### src/rtl/ws2812_pkg.sv
// Shared types and constants for the WS2812 frame controller.
package ws2812_pkg;

  typedef enum logic [1:0] {
    ST_IDLE,
    ST_LOAD,
    ST_SEND,
    ST_GAP
  } state_t;

  localparam int unsigned ORDER_GRB = 0;
  localparam int unsigned ORDER_RGB = 1;

  // Latch gap length in clock cycles for a given clock rate and gap in microseconds.
  function automatic int unsigned reset_cycles(input int unsigned clk_hz, input int unsigned gap_us);
    return (clk_hz / 1_000_000) * gap_us;
  endfunction

endpackage

### src/rtl/ws2812_scale.sv
// Combinational per-channel brightness scaling: out = (c * (brightness + 1)) >> 8.
module ws2812_scale (
  input  logic [23:0] i_rgb,
  input  logic [7:0]  i_brightness,
  output logic [23:0] o_rgb
);

  logic [15:0] w_gain;

  assign w_gain = {8'd0, i_brightness} + 16'd1;

  for (genvar ch = 0; ch < 3; ch++) begin : g_ch
    logic [15:0] w_prod;
    // 255 * 256 is the largest product, so 16 bits never overflow.
    assign w_prod              = {8'd0, i_rgb[ch*8 +: 8]} * w_gain;
    assign o_rgb[ch*8 +: 8]    = w_prod[15:8];
  end

endmodule

### src/rtl/ws2812_frame_ctrl.sv
// WS2812 frame controller: pixel buffer, prefetch/scale path and frame sequencing
// (load, send, latch gap) feeding an external bit serializer.
module ws2812_frame_ctrl
  import ws2812_pkg::*;
#(
  parameter  int unsigned NUM_LEDS    = 8,
  parameter  int unsigned CLK_FREQ_HZ = 50_000_000,
  parameter  int unsigned RESET_US    = 300,
  parameter  int unsigned COLOR_ORDER = 0,
  localparam int unsigned AW          = (NUM_LEDS > 1) ? $clog2(NUM_LEDS) : 1
) (
  input  logic          clk,
  input  logic          rst_n,
  input  logic          wr_en,
  input  logic [AW-1:0] wr_addr,
  input  logic [23:0]   wr_data,
  input  logic [7:0]    brightness,
  input  logic          auto_refresh,
  input  logic          frame_start,
  input  logic          tx_done,
  output logic          tx_en,
  output logic [23:0]   pixel,
  output logic          busy,
  output logic          frame_done
);

  localparam int unsigned   RC         = reset_cycles(CLK_FREQ_HZ, RESET_US);
  localparam int unsigned   CW         = (RC > 1) ? $clog2(RC) : 1;
  localparam logic [AW-1:0] LAST_IDX   = AW'(NUM_LEDS - 1);
  localparam logic [AW-1:0] SECOND_IDX = (NUM_LEDS > 1) ? AW'(1) : '0;
  localparam logic [CW-1:0] LAST_CNT   = CW'(RC - 1);

  state_t        r_state;
  logic          r_load_ph;
  logic [AW-1:0] r_idx;
  logic [CW-1:0] r_cnt;
  logic          r_tx_en;
  logic [23:0]   r_pixel;
  logic          r_frame_done;

  logic [23:0]   r_mem [NUM_LEDS];
  logic [23:0]   r_rd_data;

  logic          w_wr_ok;
  logic          w_rd_en;
  logic [AW-1:0] w_rd_addr;
  logic [23:0]   w_scaled;
  logic [23:0]   w_ordered;

  assign w_wr_ok = wr_en && (32'(wr_addr) < NUM_LEDS);

  // Reads happen only at prefetch points, so a later write to an already
  // fetched index waits for the next frame.
  always_comb begin
    w_rd_en   = 1'b0;
    w_rd_addr = '0;
    unique case (r_state)
      ST_LOAD: begin
        w_rd_en   = 1'b1;
        w_rd_addr = r_load_ph ? SECOND_IDX : '0;
      end
      ST_SEND: begin
        if (tx_done && (r_idx != LAST_IDX) && (32'(r_idx) + 2 < NUM_LEDS)) begin
          w_rd_en   = 1'b1;
          w_rd_addr = r_idx + AW'(2);
        end
      end
      default: ;
    endcase
  end

  always_ff @(posedge clk) begin
    if (w_wr_ok) begin
      r_mem[wr_addr] <= wr_data;
    end
  end

  // Write-through on a same-index collision so the prefetch sees the new data.
  always_ff @(posedge clk) begin
    if (w_rd_en) begin
      r_rd_data <= (w_wr_ok && (wr_addr == w_rd_addr)) ? wr_data : r_mem[w_rd_addr];
    end
  end

  ws2812_scale u_scale (
    .i_rgb        (r_rd_data),
    .i_brightness (brightness),
    .o_rgb        (w_scaled)
  );

  assign w_ordered = (COLOR_ORDER == ORDER_GRB)
                   ? {w_scaled[15:8], w_scaled[23:16], w_scaled[7:0]}
                   : w_scaled;

  always_ff @(posedge clk) begin
    if (!rst_n) begin
      r_state      <= ST_GAP;
      r_load_ph    <= 1'b0;
      r_idx        <= '0;
      r_cnt        <= '0;
      r_tx_en      <= 1'b0;
      r_pixel      <= '0;
      r_frame_done <= 1'b0;
    end else begin
      r_frame_done <= 1'b0;
      unique case (r_state)
        ST_IDLE: begin
          if (frame_start || auto_refresh) begin
            r_state   <= ST_LOAD;
            r_load_ph <= 1'b0;
          end
        end
        ST_LOAD: begin
          if (!r_load_ph) begin
            r_load_ph <= 1'b1;
          end else begin
            r_pixel   <= w_ordered;
            r_idx     <= '0;
            r_tx_en   <= 1'b1;
            r_load_ph <= 1'b0;
            r_state   <= ST_SEND;
          end
        end
        ST_SEND: begin
          if (tx_done) begin
            if (r_idx == LAST_IDX) begin
              r_tx_en      <= 1'b0;
              r_cnt        <= '0;
              r_frame_done <= (RC == 1);
              r_state      <= ST_GAP;
            end else begin
              r_pixel <= w_ordered;
              r_idx   <= r_idx + AW'(1);
            end
          end
        end
        ST_GAP: begin
          if (r_cnt == LAST_CNT) begin
            r_idx     <= '0;
            r_load_ph <= 1'b0;
            r_state   <= auto_refresh ? ST_LOAD : ST_IDLE;
          end else begin
            // Registered pulse lands in the final gap cycle.
            r_cnt        <= r_cnt + CW'(1);
            r_frame_done <= ((r_cnt + CW'(1)) == LAST_CNT);
          end
        end
        default: r_state <= ST_IDLE;
      endcase
    end
  end

  assign tx_en      = r_tx_en;
  assign pixel      = r_pixel;
  assign busy       = (r_state != ST_IDLE);
  assign frame_done = r_frame_done;

endmodule

### config.mk
export PLATFORM = sky130hd
export DESIGN_NAME = ws2812_frame_ctrl
export DESIGN_NICKNAME = d
export VERILOG_FILES = /design/src/rtl/ws2812_pkg.sv /design/src/rtl/ws2812_scale.sv /design/src/rtl/ws2812_frame_ctrl.sv
export SDC_FILE = /design/constraint.sdc
export NUM_CORES = 1
export LEC_CHECK = 0
export CORE_MARGIN = 10
export CORE_UTILIZATION = 25
export CTS_CLUSTER_DIAMETER = 40
export CTS_CLUSTER_SIZE = 24
export DETAILED_ROUTE_END_ITERATION = 12
export SETUP_SLACK_MARGIN = 0.2
export SYNTH_ARGS = -nofsm -noshare
export SYNTH_HDL_FRONTEND = slang
export SYNTH_SLANG_ARGS = --single-unit
### constraint.sdc
create_clock -name clk -period 10.6 [get_ports clk]
set_input_delay 1.06 -clock clk [delete_from_list [all_inputs] [get_ports clk]]
set_output_delay 1.06 -clock clk [all_outputs]
set_load 0.02 [all_outputs]
==> key figures <==
Timing
  • Worst-case headroom to the max-slew limit: roughly a quarter
  • Final min period: approximately 6500 ps
  • Setup TNS: 0 ps
  • WHS: about 450 ps
  • Hold Fails Final Rpt: 0
  • Worst-margin pin slew: roughly 1100 ps
  • Peak Freq: approximately 0.15 GHz
  • Pins Over Slew Limit: 0
  • Final Setup Violations: 0
  • Fin crit share: 61.5%
  • Final worst slack: between 4000 and 5000 ps
  • Worst clock skew: around 20 ps
  • RSZ-0062 raised after global routing: false

Placed design
  • Placement Setup Slack: about 3500 ps
  • Port buffer count: between 60 and 70
  • Post-DP Area: approximately 20,000 um^2
  • Hpwl dp: a little over 30,000 um
  • Inst Count DP: approximately 2,600
  • GP Congestion: around 0.8

Critical path
  • CP max FO: 24
  • R2r worst-path depth: 14
  • Startpoint types: primary input
  • Slack of the worst reg-to-reg path: slightly below 6000 ps
  • Slowest-stage cell, CP: and3_1
  • Reg-to-Reg End: pixel[20]
  • Most used cell, CP: fa_1
  • CP Class: primary input to flop
  • Crit path DAT: just under 7000 ps
  • CP max stage delay: 700 ps
  • CP Capture Type: flop
  • CP cell instances: clkdlybuf4s50_1 -> buf_4 -> ha_1 -> nand3_1 -> nor2_1 -> and3_1 -> and2_1 -> fa_1 -> inv_1 -> fa_1 -> fa_1 -> fa_1 -> inv_1 -> ha_1 -> nand3_1 -> o31ai_1 -> o21ai_0 -> a211o_1
  • Req. time, crit path: approximately 11,000 ps
  • Reg2reg start: r_rd_data[15]

Power
  • Pwr dens: around 220 nW/um^2
  • Design Power: about 4.6 mW
  • Worst VDD drop: 111 uV
  • Leakage power total: ~8.3 nW

Logic synthesis
  • Synth Flop Type: edfxtp_1
  • Post-synth EDFFs: 216
  • Xor/xnor cell area share of the yosys netlist: 1.38%
  • Mean Syn Cell Area: about 11 um^2
  • #FFs+latches synth: around 260
  • Async set-or-reset flop fraction in the synthesized netlist: 0%
  • Post-synthesis compound-gate area fraction: a little over a tenth
  • Yosys Warn Count: 0
  • Post-Synth Adder-Cell Area: between 20% and 30%
  • Post-synthesis mux area share: 2.13%
  • Syn Nets: between 1,500 and 2,000
  • Synthesized instance count: approximately 1,600
  • Synth area leaders: edfxtp_1, fa_1, ha_1, dfxtp_1, and2_1
  • Share of Yosys cell area claimed by the top area cell type: 36.4%
  • Largest family of logic cells by synthesized area: adder cells
  • Synth cell types: between 80 and 90
  • Register area share after synthesis: between 40% and 50%
  • Syn Std Cell Area: around 18,000 um^2
  • Simple-gate share of the synthesized area: approximately 18%
  • Yosys top cell by area: edfxtp_1

GRT
  • Initial antenna violation count: 4
  • Met1 usage: between 10% and 20%
  • Pin count of the biggest net entering global routing: 69
  • Routing usage on met3: ~2.1%
  • GRT Total Usage: a little over a tenth
  • GR met2 Demand/Resource: 18.9%
  • Total congestion overflow: 0
  • Global-route wire length before repair: ~73,000 um
  • Grt peak-use layer: met2
  • Vias in the first global route: approximately 13,000

Clock tree
  • Cts bufs inserted: 39
  • Maximum root-to-sink buffer count: 3
  • CTS tree: yes
  • Post-CTS Setup Repair Bufs: 0
  • Clock-pin slew on the worst setup and hold paths: 50 ps
  • Clock Latency Late Sink: approximately 540 ps
  • CTS sink cnt: 262
  • # H-tree levels: 2
  • Resized Gates After CTS: 0
  • Hold_buf cts: 0
  • Clock root buffer: clkbuf_16

Final layout
  • Post-route cell area: 20,800 um^2
  • Area growth from synthesis to layout: 16.9%
  • Total Nets Final: ~2,000
  • Post-Layout Cell Count: ~2,700
  • Final core utilization: around 30%
  • Filler Cells Inserted: between 7,000 and 8,000
  • N_diodes: 0
  • Share of layout cells above drive strength 1: under 10%

Detailed routing
  • Final Routed Wirelength: 45,500 um
  • DRT Pass-1 Iters: 5
  • Antenna Nets Post-Route: 0
  • Routed wire per std cell: 17.1 um
  • Initial DRC count: 770
  • Vias per cell: 4.67
  • DRC errors left: 0
  • Via count: 12,414

Die
  • Rows: 97
  • Die area: 82,400 um^2
  • Die Wd: about 290 um
  • Starting Density: approximately a quarter
  • Core area: just over 70,000 um^2
  • Die Span Y: between 200 and 300 um
  • Top-level I/O count: approximately 70

Hold path
  • Hold wc startpoint: pixel[10]
  • Hold depth: 2
  • Hold path endpoint: pixel[10]
  • Type of the worst min-delay path: flop to flop

Run
  • Max-cap violations: 0

Run status
  • Outcome: completed
==> cell usage in the layout (no fill, tap or decap), types with 30 or more instances in the layout <==
master / instances
nand3_1: 36
ha_1: 107
inv_1: 166
and2_1: 147
o21ai_0: 44
and3_1: 48
nand2_1: 223
clkdlybuf4s50_1: 67
fa_1: 120
dfxtp_1: 46
clkbuf_16: 39
edfxtp_1: 216
a32o_1: 30
mux2i_1: 31
==> synthesized netlist by cell type, types with 9 or more instances <==
cell type and number:
nand2_1 223, edfxtp_1 216, inv_1 166, and2_1 147
fa_1 120, ha_1 107, clkbuf_1 51, and3_1 48
dfxtp_1 46, o21ai_0 44, nand3_1 36, mux2i_1 32
a32o_1 30, o211ai_1 29, a21oi_1 28, nor2_1 26
nor3_1 21, buf_2 18, nor2b_1 18, xnor2_1 18
nand2b_1 17, o41ai_2 17, a31oi_1 12, nand4_1 11
xor2_1 10, a211oi_1 9, nor4_1 9
==> how the worst max path moves through the flow <==
stage | startpoint | end | slack (ps)
floorplan | brightness[0] | pixel[19] | 4820
global placement | brightness[0] | pixel[20] | 3720
detailed placement | brightness[0] | pixel[20] | 3510
CTS | brightness[0] | pixel[20] | 4110
global route | brightness[0] | pixel[20] | 3750
finish | brightness[0] | pixel[20] | 4080
==> flip-flops by register name, summed over array words and instances, names as in the netlist <==
name,count
tx_en,1
r_idx,3
r_load_ph,1
pixel,24
r_mem,192
r_cnt,14
r_state,2
r_rd_data,24
frame_done,1
==> layer usage <==
layer	vias to the layer above	part of all wire [%]
li1	5878	-
met2	274	48
met3	68	4.7
met4	6	2.1
met5	-	0.11
met1	6188	45
==> power by group <==
part	total [mW]	switching (mW)	internal (mW)
logic	2.10	1.27	0.834
clock network	1.21	0.472	0.741
registers	1.26	0.0613	1.20
total	4.57	1.80	2.77
==> critical path, delay by kind of cell <==
family | cells | cell delay (ps)
and+or+nand+nor | 5 | 1490
adders and majority gates | 6 | 2430
AOI/OAI and AO/OA | 3 | 1040
buffers and inverters | 4 | 880
==> final cells by class <==
type / instances / area [um^2] / share of cell area (%)
inverter: 167 / 627 / 3.01
timing repair buffer: 90 / 843 / 4.05
clock inverter: 21 / 166 / 0.798
sequential: 262 / 7410 / 35.5
multi-input combinational: 1131 / 9560 / 45.9
clock buffer: 50 / 1070 / 5.12
tap: 940 / 1180 / 5.64
==> logic make-up (layout without fill, tap and decap cells) <==
logic type	Yosys count	in the layout
and+or+nand+nor	605	605
adders and majority gates	227	227
DFF	262	262
muxes	36	36
xor gates and xnor gates	28	28
AOI/OAI and AO/OA	235	235
buffers and inverters	242	328
No activity file was read; power rests on OpenSTA's default activity.
